<file path="config.mk">
export PLATFORM = sky130hd
export DESIGN_NAME = dds_phase_ctrl
export DESIGN_NICKNAME = d
export VERILOG_FILES = /design/src/rtl/dds_phase_ctrl.sv
export SDC_FILE = /design/constraint.sdc
export NUM_CORES = 1
export LEC_CHECK = 0
export CORE_MARGIN = 4
export CORE_UTILIZATION = 45
export CTS_CLUSTER_DIAMETER = 100
export DETAILED_ROUTE_END_ITERATION = 10
export MAX_ROUTING_LAYER = met4
export PLACE_DENSITY = 0.72
export SETUP_SLACK_MARGIN = 0.05
export SYNTH_ARGS = -nofsm -noshare
export SYNTH_HDL_FRONTEND = slang
export SYNTH_SLANG_ARGS = --single-unit
</file>
<file path="constraint.sdc">
create_clock -name clk_100m -period 17.3 [get_ports clk_100m]
set_input_delay 1.73 -clock clk_100m [delete_from_list [all_inputs] [get_ports clk_100m]]
set_output_delay 1.73 -clock clk_100m [all_outputs]
set_load 0.1 [all_outputs]
</file>
<file path="src/rtl/dds_phase_ctrl.sv">
// DDS phase sequencer: holds tuning config, runs the phase accumulator and
// issues sine-ROM read addresses for tone, sweep and burst modes.
module dds_phase_ctrl #(
    parameter int unsigned ACC_W  = 32,
    parameter int unsigned ADDR_W = 8,
    parameter int unsigned CNT_W  = 16
) (
    input  logic              clk_100m,
    input  logic              rst,
    input  logic              cfg_valid,
    output logic              cfg_ready,
    input  logic [1:0]        cfg_mode,
    input  logic [ACC_W-1:0]  cfg_fword,
    input  logic [ADDR_W-1:0] cfg_pword,
    input  logic [ACC_W-1:0]  cfg_fstep,
    input  logic [ACC_W-1:0]  cfg_fstop,
    input  logic [CNT_W-1:0]  cfg_ncycles,
    input  logic              start,
    input  logic              stop,
    output logic [ADDR_W-1:0] rd_address,
    output logic              addr_valid,
    output logic              sample_valid,
    output logic              busy,
    output logic              done
);

    typedef enum logic [1:0] {
        S_IDLE = 2'd0,
        S_RUN  = 2'd1,
        S_DONE = 2'd2
    } state_t;

    state_t state, state_nxt;

    logic [1:0]        mode_q;
    logic [ACC_W-1:0]  fword_q, fstep_q, fstop_q;
    logic [ADDR_W-1:0] pword_q;
    logic [CNT_W-1:0]  ncycles_q;

    logic [ACC_W-1:0]  acc, fword_cur;
    logic [CNT_W-1:0]  wrap_cnt;
    logic              finish_q;

    logic              cfg_fire, launch, step, carry, wrap, last;
    logic [ACC_W-1:0]  acc_src, f_src;
    logic [ADDR_W-1:0] p_src;
    logic [ACC_W:0]    sum, fnext_sum;
    logic [ACC_W-1:0]  fnext;
    logic [CNT_W-1:0]  ncyc_eff;
    logic [CNT_W:0]    wrap_cnt_inc;
    logic              burst_last, sweep_last;

    assign cfg_ready = (state == S_IDLE);
    assign busy      = (state == S_RUN);
    assign done      = (state == S_DONE);
    assign cfg_fire  = cfg_valid & cfg_ready;

    // The start edge already issues the first address (acc treated as 0), so
    // addr_valid rises one cycle after start; config offered with start is used.
    assign launch = (state == S_IDLE) & start & ~stop;
    assign step   = launch | ((state == S_RUN) & ~finish_q & ~stop);

    assign acc_src = launch ? '0 : acc;
    assign f_src   = launch ? (cfg_fire ? cfg_fword : fword_q) : fword_cur;
    assign p_src   = launch ? (cfg_fire ? cfg_pword : pword_q) : pword_q;

    assign sum   = {1'b0, acc_src} + {1'b0, f_src};
    assign carry = sum[ACC_W];
    assign wrap  = step & carry;

    assign fnext_sum = {1'b0, fword_cur} + {1'b0, fstep_q};
    assign fnext     = (fnext_sum[ACC_W] || (fnext_sum[ACC_W-1:0] > fstop_q))
                       ? fstop_q : fnext_sum[ACC_W-1:0];

    assign ncyc_eff     = (ncycles_q == '0) ? CNT_W'(1) : ncycles_q;
    assign wrap_cnt_inc = {1'b0, wrap_cnt} + (CNT_W+1)'(1);
    assign burst_last   = (wrap_cnt_inc >= {1'b0, ncyc_eff});
    assign sweep_last   = (fword_cur >= fstop_q) || (fstep_q == '0);

    assign last = wrap & (((mode_q == 2'd2) & burst_last) |
                          ((mode_q == 2'd1) & sweep_last));

    always_ff @(posedge clk_100m or posedge rst) begin
        if (rst) state <= S_IDLE;
        else     state <= state_nxt;
    end

    // The final wrap's address is issued while still in RUN; finish_q then
    // moves to DONE one cycle later so DONE never overlaps a live address.
    always_comb begin
        state_nxt = state;
        case (state)
            S_IDLE:  if (launch)   state_nxt = S_RUN;
            S_RUN:   if (finish_q) state_nxt = S_DONE;
            S_DONE:  state_nxt = S_IDLE;
            default: state_nxt = S_IDLE;
        endcase
        if (stop) state_nxt = S_IDLE;
    end

    always_ff @(posedge clk_100m or posedge rst) begin
        if (rst) begin
            mode_q       <= '0;
            fword_q      <= '0;
            pword_q      <= '0;
            fstep_q      <= '0;
            fstop_q      <= '0;
            ncycles_q    <= '0;
            acc          <= '0;
            fword_cur    <= '0;
            wrap_cnt     <= '0;
            finish_q     <= 1'b0;
            rd_address   <= '0;
            addr_valid   <= 1'b0;
            sample_valid <= 1'b0;
        end else begin
            sample_valid <= addr_valid;
            if (cfg_fire) begin
                mode_q    <= cfg_mode;
                fword_q   <= cfg_fword;
                pword_q   <= cfg_pword;
                fstep_q   <= cfg_fstep;
                fstop_q   <= cfg_fstop;
                ncycles_q <= cfg_ncycles;
            end
            if (step) begin
                acc        <= sum[ACC_W-1:0];
                rd_address <= acc_src[ACC_W-1 -: ADDR_W] + p_src;
                addr_valid <= 1'b1;
                if (launch) begin
                    fword_cur <= f_src;
                    wrap_cnt  <= '0;
                    finish_q  <= 1'b0;
                end else if (wrap) begin
                    wrap_cnt <= wrap_cnt_inc[CNT_W-1:0];
                    if (mode_q == 2'd1) fword_cur <= fnext;
                    if (last)           finish_q  <= 1'b1;
                end
            end else begin
                addr_valid <= 1'b0;
                finish_q   <= 1'b0;
            end
        end
    end

endmodule

</file>
==> impl_metrics.toml, run 1 <==
[clocking]
cts_resized = 0
cts_buffer_depth = 3
h-tree-depth = 1
clock_latency_ns = 0.56
path_clk_slew_ns = 0.06
clkSinkCount = 215
cts_setup_buffers = 0
root_buffer = "clkbuf_16"
numCtsBuffers = 26
cts_tree = "built"
hold_buffers = 0

[critical_path]
reg2reg_from = "state[0]"
slowest_stage = "o21a_1"
path_cells = "clkdlybuf4s50_1 -> and2_4 -> buf_4 -> buf_4 -> mux2_2 -> and2_1 -> a21o_1 -> ha_1 -> nand3_1 -> nor2_1 -> a21oi_1 -> a31oi_4 -> o21a_1 -> o21ai_0 -> a311o_1"
cp-start-kind = "input port"
arrival_ns = 7.45
cp-end-kind = "flop"
required_ns = 17.74
r2r_end = "fword_cur[23]"
max_stage_delay_ns = 0.86
r2r_slack_ns = 11.28
reg2reg_depth = 15
cpMostUsedCell = "buf_4"
worst-path-max-fanout = 66
path_class = "in2reg"

[floorplan]
coreArea_mm2 = 0.0328
die_area_mm2 = 0.0365
ios = 140
die_w_um = 191
die_h_um = 191
initial_core_util_pct = 46.0
rows = 66

[synth]
synth_cell_type_count = 75
synthTopCellsByArea = "dfrtp_1 36%, ha_1 13%, nand2_1 5.7%, mux2_2 5.4%, o21ai_0 4.2%"
netlist_area_mm2 = 0.0151
syn-num-nets = 1944
synth_top_area_share_pct = 35.7
synth_edf_count = 0
synthFlopType = "dfrtp_1"
synth_cells = 1662
synth-seq-cells = 215
yosysTopAreaCell = "dfrtp_1"
synthTopCellsByCount = "229 x nand2_1, 215 x dfrtp_1, 152 x ha_1"
synth_most_common_cell = "nand2_1"
yosys_warnings = 0
syn_area_per_cell_um2 = 9.08
async_flop_share_pct = 100
ys_seq_area_share_pct = 35.7

[place]
dpl.hpwl_um = 30200
port_buffers = 139
dpl.cell_count = 2190
finalWeightedCongestion = 0.908

[global_route]
grt_pass1_wl_um = 65300
antenna_found_initial = 1
grt_pass1_vias = 12600
grt_use_total_pct = 22.5
overflow = 0
grt_max_degree = 148

[route]
firstDrtPassIters = 5
drc = 0
totalWireLength_um = 40200
ant_nets = 0
num_vias = 12700
viasPerCell = 5.67
wl_per_cell_um = 18.0
dr.first_iter.drc_count = 708

[timing]
worst_pin_slew_ns = 1.05
clock.fmax_ghz = 0.143
finalSetupViolations = 0
min_period_ns = 7.01
fin_crit_sh_pct = 40.5
setup_tns_ns = 0
rsz0062_at_grt = "false"
clock-skew-final_ns = 0.0259
hold_viol = 0
final-max-slew-violation-count = 0
maxSlewHeadroom_pct = 30.2

[cells_and_area]
syn_to_final_growth_pct = 17.4
layout.cells.non_filler = 2236
fin_nets = 2058
drive_gt1_share_pct = 8.59

[power_and_ir_drop]
vdd_drop_max_mv = 0.0965
power_leakage_nw = 8.29
powerDensity_mw_per_mm2 = 162

[worst_hold_path]
worstHoldStart = "addr_valid"
min_to = "sample_valid"
hp-class = "reg2reg"
min_path_cells = 0

[status]
outcome = "finished clean"

[job]
maxCapViolCount = 0
cells by family after synthesis:
logic type               after synthesis  share of synthesized area (%)
multiplexers                         105                           7.56
AND/OR/NAND/NOR                      543                           17.4
AO/OA/AOI/OAI                        446                           19.2
buffers and inverters                140                           3.76
flip-flops                           215                           35.7
adder cells (fa/ha/maj)              155                           13.0
XOR/XNOR                              58                           3.37
layout make-up:
type,instances,area [um2]
sequential,215,5380
clock buffer,35,734
clock inverter,10,118
fill,3001,15100
multi-input combinational,1307,9160
tap,442,553
inverter,77,297
antenna,1,2.50
timing repair buffer,149,1470
metrics by stage:
step	hold WS [ns]	util [%]	instance area [um2]	total power [W]	setup WS [ns]
6_report	0.372	54.0	17700	0.00287	10.29
3_3_place_gp	0.365	51.4	16900	0.00227	9.87
3_5_place_dp	0.364	51.4	16900	0.00232	9.74
4_1_cts	0.377	54.0	17700	0.00288	10.31
2_1_floorplan	0.431	-	15100	0.00194	9.69
5_1_grt	0.406	54.0	17700	0.00310	9.85
power by group:
part           leakage, nW  switching (W)  total [W]  internal, W
Sequential            2.60      0.0000901   0.000713     0.000623
Clock                0.420       0.000222   0.000549     0.000326
Combinational         5.26       0.000941    0.00161     0.000669
state kept, by name, summed over array words and instances (netlist names), 2 cells and up:
register    cells
mode_q          2
fstep_q        32
rd_address      8
fword_q        32
wrap_cnt       16
fstop_q        32
ncycles_q      16
pword_q         8
fword_cur      32
state           2
acc            32
worst max path at each step:
stage	startpoint	to	cells after the start
finish	cfg_valid	fword_cur[23]	15
global route	cfg_valid	fword_cur[23]	16
CTS	cfg_valid	fword_cur[23]	16
detailed placement	cfg_valid	fword_cur[23]	16
global placement	cfg_valid	fword_cur[23]	16
floorplan	rst	acc[0]	1
metal layers:
metal / vias to the layer above / wire length (um) / GRT usage (%)
met5: - / 0 / -
met4: 0 / 1090 / 5.80
met3: 74 / 2090 / 3.34
met2: 320 / 18900 / 37.0
met1: 6074 / 18100 / 29.4
li1: 6214 / - / -
layout by cell type, fill, tap and decap left out, types with 30 or more instances in the layout:
cell type,synthesis,routed
a21o_1,54,54
a21oi_1,107,107
clkdlybuf4s50_1,0,139
dfrtp_1,215,215
ha_1,152,152
inv_1,76,75
mux2_2,72,72
mux2i_1,33,33
nand2_1,229,229
nand2b_1,31,31
nand3_1,30,30
nor2_1,72,71
nor2b_1,43,43
o21ai_0,126,126
critical path: cells and delay by family:
family	cells	cell delay (ns)
compound gates	6	2.00
buf+inv	3	1.86
simple gates	4	1.01
mux	1	0.42
fa+ha+maj	1	0.34
Power figures use the tool's default switching activity.
==> inputs of run 2 (changes only) <==
==> constraint.sdc (replaced) <==
create_clock -name clk_100m -period 7 [get_ports clk_100m]
set_input_delay 0.7 -clock clk_100m [delete_from_list [all_inputs] [get_ports clk_100m]]
set_output_delay 0.7 -clock clk_100m [all_outputs]
set_load 0.1 [all_outputs]
==> run 2 against run 1 <==
Routed wire length grew 3.1%; hold slack worse by 0.0013 ns; first-iteration DRC count up 21%; clock power rose to 2.8 times the previous value; final cell count is 0.36% higher; sequential power up 150%; via count is 1.3% higher; worst setup slack got worse by 8.4 ns; largest power group unchanged.
==> impl_metrics.toml, run 2 (synthesis gave the netlist of run 1 again) <==
[critical_path]
cp-start-kind = "flop"
path_class = "reg2reg"
cp-end-kind = "flop"
arrival_ns = 5.51
required_ns = 7.44
r2r_slack_ns = 1.93
worst-path-max-fanout = 35

[clocking]
numCtsBuffers = 26
cts_buffer_depth = 3
h-tree-depth = 1
clock_latency_ns = 0.55
path_clk_slew_ns = 0.06
clkSinkCount = 215
cts_setup_buffers = 0
root_buffer = "clkbuf_16"
cts_tree = "built"
cts_resized = 0
hold_buffers = 0

[cells_and_area]
final_cell_mix = "229 x nand2_1, 215 x dfrtp_1, 152 x ha_1"
drive_gt1_share_pct = 9.00
finalCoreUtilization_pct = 54.6
fin_nets = 2064
layout.cells.non_filler = 2244
syn_to_final_growth_pct = 18.7
layout_commonest_cell = "nand2_1"

[floorplan]
rows = 66
die_h_um = 191
ios = 140
initial_core_util_pct = 46.0
die_w_um = 191
coreArea_mm2 = 0.0328
die_area_mm2 = 0.0365

[power_and_ir_drop]
power_leakage_nw = 8.39
vdd_drop_max_mv = 0.193
powerDensity_mw_per_mm2 = 409

[timing]
fin_crit_sh_pct = 72.5
worst_pin_slew_ns = 0.983
rsz0062_at_grt = "false"
hold_viol = 0
worst_hold_slack_ns = 0.371
final-max-slew-violation-count = 0
finalSetupViolations = 0
clock-skew-final_ns = 0.0169
maxSlewHeadroom_pct = 34.3
min_period_ns = 5.07
setup_tns_ns = 0
clock.fmax_ghz = 0.197

[route]
wl_per_cell_um = 18.5
dr.first_iter.drc_count = 855
viasPerCell = 5.73
ant_nets = 0
firstDrtPassIters = 5
totalWireLength_um = 41500
drc = 0
num_vias = 12900

[global_route]
grt_pass1_wl_um = 66400
grt_pass1_vias = 12600
antenna_found_initial = 1
grt_use_total_pct = 23.1
overflow = 0
grt_max_degree = 81

[job]
maxCapViolCount = 0

[status]
outcome = "finished clean"

[place]
port_buffers = 139
dpl.hpwl_um = 31100
dpl.cell_count = 2196
finalWeightedCongestion = 0.934

[worst_hold_path]
hp-class = "reg2reg"
run 2: cell count changes in the layout (fill, tap and decap cells not counted):
| cell | change |
|---|---|
| buf_4 | +5 |
| clkinv_4 | -1 |
| clkinvlp_4 | -1 |
| buf_12 | +1 |
| clkbuf_16 | +1 |
| clkinv_8 | -1 |
| clkbuf_8 | +3 |
| clkinv_2 | -3 |
| bufinv_16 | +4 |
run 2: final timing paths:
kind | end | cells past startpoint | from
worst min-delay path | sample_valid | 0 | addr_valid
min in group asynchronous | fstop_q[31] | 2 | rst
worst min register to register | sample_valid | 0 | addr_valid
worst max register to register | fword_cur[31] | 18 | fstep_q[15]
worst max-delay path | fword_cur[31] | 18 | fstep_q[15]
max in group asynchronous | fstep_q[0] | 3 | rst
run 2: metrics by stage:
step	total power [W]	setup WS, ns	instance area, um2
after global routing	0.00786	1.67	17900
final	0.00732	1.93	17900
after global placement	0.00565	1.83	16900
after floorplan	0.00478	0.421	15100
after CTS	0.00733	2.00	17900
after detailed placement	0.00573	1.78	16900
run 2: final cells by class:
type	instances	area (um2)
Fill cell	2980	14900
Tap cell	442	553
Sequential cell	215	5380
Antenna cell	1	2.50
Clock inverter	8	190
Clock buffer	39	801
Inverter	77	297
Timing Repair Buffer	155	1520
Multi-Input combinational cell	1307	9160
run 2: metal layers:
layer | wire, um | global-route usage, %
met5 | 0 | -
met2 | 19500 | 37.8
met3 | 2130 | 2.99
met1 | 18500 | 30.4
met4 | 1300 | 6.30
run 2: critical path: stages (launching register included):
cell and delay, ns:
dfrtp_1 0.46, ha_1 0.39, a21oi_2 0.22, o21ai_0 0.12, a221o_1 0.43, a221oi_2 0.40, a21oi_1 0.17, or3_1 0.39
nand4_1 0.12, ha_1 0.26, a21o_1 0.16, a21o_1 0.17, a21o_1 0.18, a211oi_1 0.30, a21o_1 0.21, o21ai_4 0.06
buf_4 0.31, or2_2 0.40, o211a_1 0.22
run 2: power breakdown:
part	internal, W	switching [W]
Sequential	0.00154	0.000219
Clock	0.00100	0.000548
Combinational	0.00166	0.00235
Total	0.00420	0.00311
==> inputs of run 3 (changes only) <==
==> constraint.sdc (replaced) <==
create_clock -name clk_100m -period 5 [get_ports clk_100m]
set_input_delay 0.5 -clock clk_100m [delete_from_list [all_inputs] [get_ports clk_100m]]
set_output_delay 0.5 -clock clk_100m [all_outputs]
set_load 0.1 [all_outputs]
==> run 3 against run 2 <==
Sequential power is 40% higher; non-clock buffer count is 22 higher; sequential share of layout area decreased by 0.36 points; total power increased by 40%; critical path type unchanged; largest cell class unchanged.
==> impl_metrics.toml, run 3 (synthesis gave the netlist of run 1 again) <==
[status]
outcome = "finished clean"

[clocking]
cts_tree = "built"
cts_buffer_depth = 3
root_buffer = "clkbuf_16"
hold_buffers = 0
path_clk_slew_ns = 0.06
clock_latency_ns = 0.54
numCtsBuffers = 26
h-tree-depth = 1
clkSinkCount = 215

[timing]
hold_viol = 0
setup_tns_ns = 0
clock.fmax_ghz = 0.211
maxSlewHeadroom_pct = 33.0
min_period_ns = 4.73
final-max-slew-violation-count = 0
clock-skew-final_ns = 0.0188
fin_crit_sh_pct = 94.6
rsz0062_at_grt = "false"
worst_pin_slew_ns = 1.00
finalSetupViolations = 0

[route]
dr.first_iter.drc_count = 873
drc = 0
totalWireLength_um = 41400
viasPerCell = 5.69
firstDrtPassIters = 5
ant_nets = 0
num_vias = 12900
wl_per_cell_um = 18.3

[place]
port_buffers = 139
finalWeightedCongestion = 0.922
place_area_mm2 = 0.0171
dpl.cell_count = 2216
dpl.hpwl_um = 31900

[power_and_ir_drop]
vdd_drop_max_mv = 0.282
powerDensity_mw_per_mm2 = 564
power_leakage_nw = 8.48

[global_route]
grt_use_total_pct = 23.2
grt_max_degree = 175
antenna_found_initial = 0
overflow = 0
grt_pass1_vias = 13000
grt_pass1_wl_um = 67000

[cells_and_area]
syn_to_final_growth_pct = 20.1
num_antenna_cells = 0
finalCoreUtilization_pct = 55.3
final_cell_mix = "229 x nand2_1, 215 x dfrtp_1, 152 x ha_1"
final_cell_area_mm2 = 0.0181
drive_gt1_share_pct = 10.7
layout_commonest_cell = "nand2_1"
fin_nets = 2086
layout.cells.non_filler = 2266

[floorplan]
die_h_um = 191
die_w_um = 191
rows = 66
initial_core_util_pct = 46.0
die_area_mm2 = 0.0365
ios = 140
coreArea_mm2 = 0.0328

[critical_path]
cp-start-kind = "flop"
cp-end-kind = "flop"
worst-path-max-fanout = 10
required_ns = 5.43
path_class = "reg2reg"
arrival_ns = 5.16

[worst_hold_path]
hp-class = "reg2reg"

[job]
maxCapViolCount = 0
[run 3: area by class of cell]
cell class / instances / area [um2]
clock buffer: 36 / 748
clock inverter: 12 / 180
timing repair buffer: 177 / 1730
inverter: 77 / 293
sequential: 215 / 5380
fill: 2936 / 14700
multi-input combinational: 1307 / 9240
tap: 442 / 553
[run 3: routing by layer]
metal | vias to the layer above | share of wire (%) | track usage [%]
met5 | - | 0 | -
met4 | 0 | 3.4 | 7.04
met3 | 93 | 4.6 | 2.63
met2 | 342 | 46 | 38.0
met1 | 6186 | 46 | 30.5
li1 | 6275 | - | -
[run 3: critical path, cell delays in order (launching register included)]
cell	delay [ns]
dfrtp_1	0.44
ha_1	0.39
a21oi_2	0.22
o21ai_0	0.11
a221o_1	0.43
a221oi_2	0.39
a21oi_2	0.14
o21ai_0	0.19
nand4_1	0.22
ha_1	0.37
nand4_1	0.21
or4_1	0.47
nor4_1	0.19
a21o_1	0.16
o21ai_4	0.14
or2_2	0.35
o211a_1	0.21
[run 3: power by group]
| part | leakage [nW] | internal (W) | total, W | switching, W |
|---|---|---|---|---|
| registers | 2.60 | 0.00216 | 0.00247 | 0.000318 |
| clock network | 0.452 | 0.00125 | 0.00204 | 0.000782 |
| logic | 5.43 | 0.00242 | 0.00572 | 0.00330 |
[run 3: per-stage QoR]
step | total power (W) | setup slack, ns | hold WS, ns
finish | 0.0102 | 0.268 | 0.375
global route | 0.0110 | 0.0335 | 0.385
CTS | 0.0102 | 0.153 | 0.376
detailed placement | 0.00806 | 0.171 | 0.365
global placement | 0.00795 | 0.180 | 0.375
floorplan | 0.00670 | 0.309 | 0.431
[run 3: repair_timing]
item / 4_1_cts / 5_1_grt
gates resized for setup: 0 / 14
endpoints found under the setup margin: 0 / 32
buffers inserted: 0 / 2
[run 3: path summary, 6_finish.rpt]
kind                             start            end  slack [ns]  depth (start not counted)
setup / recovery           fstep_q[15]  fword_cur[31]        0.27                         16
hold / removal              addr_valid   sample_valid        0.37                          0
setup reg to reg           fstep_q[15]  fword_cur[31]        0.27                         16
hold reg to reg             addr_valid   sample_valid        0.37                          0
max in group asynchronous          rst  rd_address[1]        3.67                          3
min in group asynchronous          rst    fstep_q[25]        0.50                          3
